**src/rtl/rr_arb_4to1_pkg.sv**
```systemverilog
// Shared constants, types and the round-robin pick function for the 4-to-1 arbiter.
package rr_arb_4to1_pkg;

    localparam int DATA_W_DEF = 8;
    localparam int NUM_REQ    = 4;
    localparam int SEL_W      = 2;

    typedef logic [SEL_W-1:0]   sel_t;
    typedef logic [NUM_REQ-1:0] req_t;

    // Pointer value after reset: the search then starts at requester 0.
    localparam sel_t PTR_RST = sel_t'(NUM_REQ - 1);

    // Returns the first requester with valid set, searching ptr+1, ptr+2,
    // ptr+3, ptr (mod 4). With nothing valid the result is ptr+1, so the
    // mux select stays well defined on idle cycles.
    function automatic sel_t rr_pick(input req_t valid, input sel_t ptr);
        sel_t idx;
        sel_t pick;
        logic found;
        pick  = ptr + sel_t'(1);
        found = 1'b0;
        for (int k = 1; k <= NUM_REQ; k++) begin
            idx = ptr + sel_t'(k);
            if (!found && valid[idx]) begin
                pick  = idx;
                found = 1'b1;
            end
        end
        return pick;
    endfunction

endpackage

```
**src/rtl/rr_arb_4to1_mux.sv**
```systemverilog
// Plain 4-input payload multiplexer; the arbiter's datapath select.
module mux_4to1
    import rr_arb_4to1_pkg::*;
#(
    parameter int DATA_W = DATA_W_DEF
) (
    input  logic [DATA_W-1:0] in0,
    input  logic [DATA_W-1:0] in1,
    input  logic [DATA_W-1:0] in2,
    input  logic [DATA_W-1:0] in3,
    input  logic [SEL_W-1:0]  sel,
    output logic [DATA_W-1:0] out
);

    // Route the selected input straight through; no arithmetic on payload.
    always_comb begin
        out = in0;
        case (sel)
            2'd0:    out = in0;
            2'd1:    out = in1;
            2'd2:    out = in2;
            default: out = in3;
        endcase
    end

endmodule

```
**src/rtl/rr_arb_4to1.sv**
```systemverilog
// Round-robin 4-to-1 arbiter feeding a one-entry output register.
// The grant is combinational from the pointer; the output stage reloads
// whenever it is empty or being drained, so it sustains one beat per cycle.
module rr_arb_4to1
    import rr_arb_4to1_pkg::*;
#(
    parameter int DATA_W = DATA_W_DEF
) (
    input  logic                clk,
    input  logic                rst,
    input  logic [DATA_W-1:0]   in_data0,
    input  logic [DATA_W-1:0]   in_data1,
    input  logic [DATA_W-1:0]   in_data2,
    input  logic [DATA_W-1:0]   in_data3,
    input  logic [NUM_REQ-1:0]  in_valid,
    output logic [NUM_REQ-1:0]  in_ready,
    output logic [SEL_W-1:0]    sel,
    output logic [DATA_W-1:0]   out_data,
    output logic [SEL_W-1:0]    out_src,
    output logic                out_valid,
    input  logic                out_ready
);

    logic [DATA_W-1:0]  r_out_data;
    logic [SEL_W-1:0]   r_out_src;
    logic               r_out_valid;
    logic [SEL_W-1:0]   r_ptr;

    logic               w_load_en;
    logic               w_any_valid;
    logic [SEL_W-1:0]   w_sel;
    logic [DATA_W-1:0]  w_mux_out;
    logic [NUM_REQ-1:0] w_in_ready;

    // The output register can take a new beat when empty or when drained this cycle.
    assign w_load_en   = !r_out_valid || out_ready;
    assign w_any_valid = |in_valid;

    // Grant index; falls back to ptr+1 when nobody is requesting.
    always_comb begin
        w_sel = rr_pick(in_valid, r_ptr);
    end

    // Only the granted requester sees ready, and only when the stage can load.
    // Reset masks ready so nothing is consumed while the beat is being discarded.
    genvar gi;
    generate
        for (gi = 0; gi < NUM_REQ; gi++) begin : g_ready
            assign w_in_ready[gi] = !rst && w_load_en && in_valid[gi]
                                    && (w_sel == sel_t'(gi));
        end
    endgenerate

    mux_4to1 #(
        .DATA_W (DATA_W)
    ) u_mux (
        .in0 (in_data0),
        .in1 (in_data1),
        .in2 (in_data2),
        .in3 (in_data3),
        .sel (w_sel),
        .out (w_mux_out)
    );

    // Output stage and pointer: load the granted beat, drain to empty, or hold.
    always_ff @(posedge clk) begin
        if (rst) begin
            r_out_valid <= 1'b0;
            r_out_data  <= '0;
            r_out_src   <= '0;
            r_ptr       <= PTR_RST;
        end else if (w_load_en) begin
            if (w_any_valid) begin
                r_out_data  <= w_mux_out;
                r_out_src   <= w_sel;
                r_out_valid <= 1'b1;
                r_ptr       <= w_sel;
            end else begin
                r_out_valid <= 1'b0;
            end
        end
    end

    assign in_ready  = w_in_ready;
    assign sel       = w_sel;
    assign out_data  = r_out_data;
    assign out_src   = r_out_src;
    assign out_valid = r_out_valid;

endmodule

```
**config.mk**
```make
export PLATFORM = sky130hd
export DESIGN_NAME = rr_arb_4to1
export DESIGN_NICKNAME = d
export VERILOG_FILES = /design/src/rtl/rr_arb_4to1_pkg.sv /design/src/rtl/rr_arb_4to1_mux.sv /design/src/rtl/rr_arb_4to1.sv
export SDC_FILE = /design/constraint.sdc
export NUM_CORES = 1
export LEC_CHECK = 0
export ABC_AREA = 1
export ABC_CLOCK_PERIOD_IN_PS = 2400
export CORE_AREA = 10 10 79 81
export DETAILED_ROUTE_END_ITERATION = 8
export DIE_AREA = 0 0 89 91
export DONT_BUFFER_PORTS = 1
export PLACE_DENSITY_LB_ADDON = 0.1
export SLEW_MARGIN = 20
export SYNTH_ARGS = -nofsm -noshare
export SYNTH_HDL_FRONTEND = slang
export SYNTH_SLANG_ARGS = --single-unit
```
**constraint.sdc**
```tcl
create_clock -name clk -period 2.4 [get_ports clk]
set_clock_uncertainty 0.15 [all_clocks]
set_input_delay 0.36 -clock clk [delete_from_list [all_inputs] [get_ports clk]]
set_output_delay 0.36 -clock clk [all_outputs]
set_load 0.02 [all_outputs]
```
==> impl_metrics.toml <==
[final_layout]
multiInputGateArea_um2 = 989.7
area_growth_pct = 27.04
num_antenna_cells = 0
drive_above_1_share = 0.4975
fillCellCount = 486
regArea_um2 = 265.3
nNetsFinal = 239
fin_util = 0.3393
final_cells = 253

[timing]
fin_setup_tns_ps = 0
rsz0062_at_grt = "yes"
finalHoldViolations = 0
period_minus_slack_ps = 2393
max_freq_ghz = 0.4179
layout_setup_ws_ps = 7.305
slew_viol_final = 0
setup_viol = 0
tightest_slew_ps = 452.9
finalCritPeriodShare = 0.9970
slew_headroom = 0.6962

[pwr]
intPower_mw = 1.330
swShare = 0.5613
power_frac_seq = 0.147
comb_power_share = 0.790
clock_power_share = 0.064
p_per_area_nw_per_um2 = 1916
switchingPower_mw = 1.701
p_leak_nw = 0.6776
ir_worst_vdd_v = 0.0005164

[synthesis]
synth_top_area_share = 0.2090
ys_seq_area_frac = 0.2090
avgSynthCellArea_um2 = 6.657
synth.top_cells.by_count = "54 x nand2_1, 19 x nand3_2, 18 x nor2_1"
synth_cells = 187
synth-async-reset-ratio = 0
synth_nets = 226
ys_types = 24
netlist_area_um2 = 1245
synth.largest_area_cell = "dfxtp_1"
synthMostInstantiatedCell = "nand2_1"
synth-main-ff-cell = "dfxtp_1"
synth.yosys.warnings = 0
synth.area.top_cells = "dfxtp_1 21%, nand2_1 16%, nand3_2 15%"
synth_edf_count = 0
ys_seq_elements = 13

[die]
die_w_um = 89
rows = 25
coreArea_um2 = 4661
fp.dieArea_um2 = 8099
start_util = 0.2671
die_h_um = 91
io_pins = 56

[cts]
clk-insertion-delay-late_ps = 240
cts_root_buf = "clkbuf_8"
cts_tree = "yes"
cts_max_path_buffers = 2
cts_made_buffers = 3
cts.sinks = 13
cts.clk_slew.worst_paths_ps = 50
htreeDepth = 1

[placed_design]
pre_cts_ws_ps = 5.360
hpwl_um = 3254
port_buffers = 0
place_congestion = 0.7588
dp_cells = 244

[global_routing]
grt-ovfl-total = 0
antenna_found_initial = 0
grt_pass1_wl_um = 6341
first_global_vias = 1267
grt_max_degree = 19
grt_usage = 0.09672

[setup_path]
critPathKind = "reg2out"
end_kind = "primary output"
r2r_setup_slack_ps = 150
r2r_start = "r_ptr[0]$_SDFFE_PP1P_"
critPathLaunch = "r_ptr[0]$_SDFFE_PP1P_"
cp.arrival_ps = 1880
required_ps = 1890
startpoint_type = "flip-flop"
critPathMaxFanout = 8

[status]
outcome = "finished, final reports clean"

[route]
wl_per_cell_um = 15.85
drt_iter0_drc = 36
vias = 1264
via_per_inst = 4.996
antenna_left = 0
drc = 0
dr.pass1.iters = 4
drt-total-wl_um = 4010

[worst_hold_path]
hold_class = "in2reg"
min-delay-start = "rst"

[flow_run]
maxCapViolCount = 0
[worst paths after layout]
| kind | end | depth (start not counted) |
|---|---|---|
| max | in_ready[1] | 12 |
| max reg2reg | out_data[5]$_SDFFE_PP0P_ | 17 |
| min | out_data[2]$_SDFFE_PP0P_ | 1 |
| min reg2reg | out_src[1]$_SDFFE_PP0P_ | 2 |
[repair_timing]
item,CTS,global route
buffers inserted,4,2
hold endpoints to repair,0,0
pin swaps,13,17
endpoints found under the setup margin,9,13
hold buffers,0,0
resized for setup,22,18
[power groups by stage]
stage	registers [mW]	clock network, mW	logic [mW]
floorplan	0.404	0	1.66
global placement	0.438	0	2.01
detailed placement	0.440	0	2.05
CTS	0.446	0.202	2.26
global route	0.455	0.216	2.65
finish	0.445	0.193	2.39
[layout by cell type, fill, tap and decap left out, types with 3 or more instances in the layout]
master    netlist  routed
nand2_1        54      37
nand2_2        10      24
nand3_2        19      23
nor2_1         18      18
buf_4           3      14
dfxtp_1        13      11
nand3_1        15      10
o21ai_1         8       8
a21oi_2         9       8
inv_1           7       7
nand2_4         3       6
inv_2           5       3
clkbuf_8        0       3
[logic make-up (layout without fill, tap and decap cells)]
| kind of cell | count (synthesis) | count (layout) | synth area share |
|---|---|---|---|
| buffers and inverters | 23 | 35 | 0.1116 |
| DFF | 13 | 13 | 0.2090 |
| AOI/OAI and AO/OA | 23 | 23 | 0.1236 |
| and+or+nand+nor | 128 | 128 | 0.5558 |
[flip-flops by register name, summed over array words and instances (netlist names)]
| register | flops |
|---|---|
| out_data | 8 |
| out_src | 2 |
| r_ptr | 2 |
| out_valid | 1 |
[stage by stage]
stage               hold slack, ps  total power, mW  cell area (um2)
finish                       25.41            3.031             1582
global placement             277.5            2.447             1350
detailed placement           277.4            2.488             1350
CTS                          19.26            2.911             1504
global route                 8.929            3.321             1582
floorplan                    361.3            2.066             1264
[metal layers]
layer | global-route usage | routed length [um]
met3 | 0.04468 | 522
met5 | 0 | 0
met1 | 0.1114 | 1535
met4 | 0.01592 | 26
met2 | 0.1611 | 1926
[worst max-delay path, cell delays in order, from the launching register on]
cell and delay [ps]:
dfxtp_4 390, buf_8 140, nand2_2 50, nand2_2 70, nand2_2 70, nand2_4 90, nand2_4 70, nor2_4 120
nand2_2 70, nand2_4 130, inv_4 50, nor4_4 190, buf_4 180
[cell type report]
| class | count | area share |
|---|---|---|
| Sequential cell | 13 | 0.1677 |
| Multi-Input combinational cell | 151 | 0.6258 |
| Inverter | 14 | 0.03956 |
| Clock buffer | 4 | 0.02848 |
| Timing Repair Buffer | 17 | 0.09573 |
| Tap cell | 54 | 0.04272 |
Power figures use the tool's default switching activity.
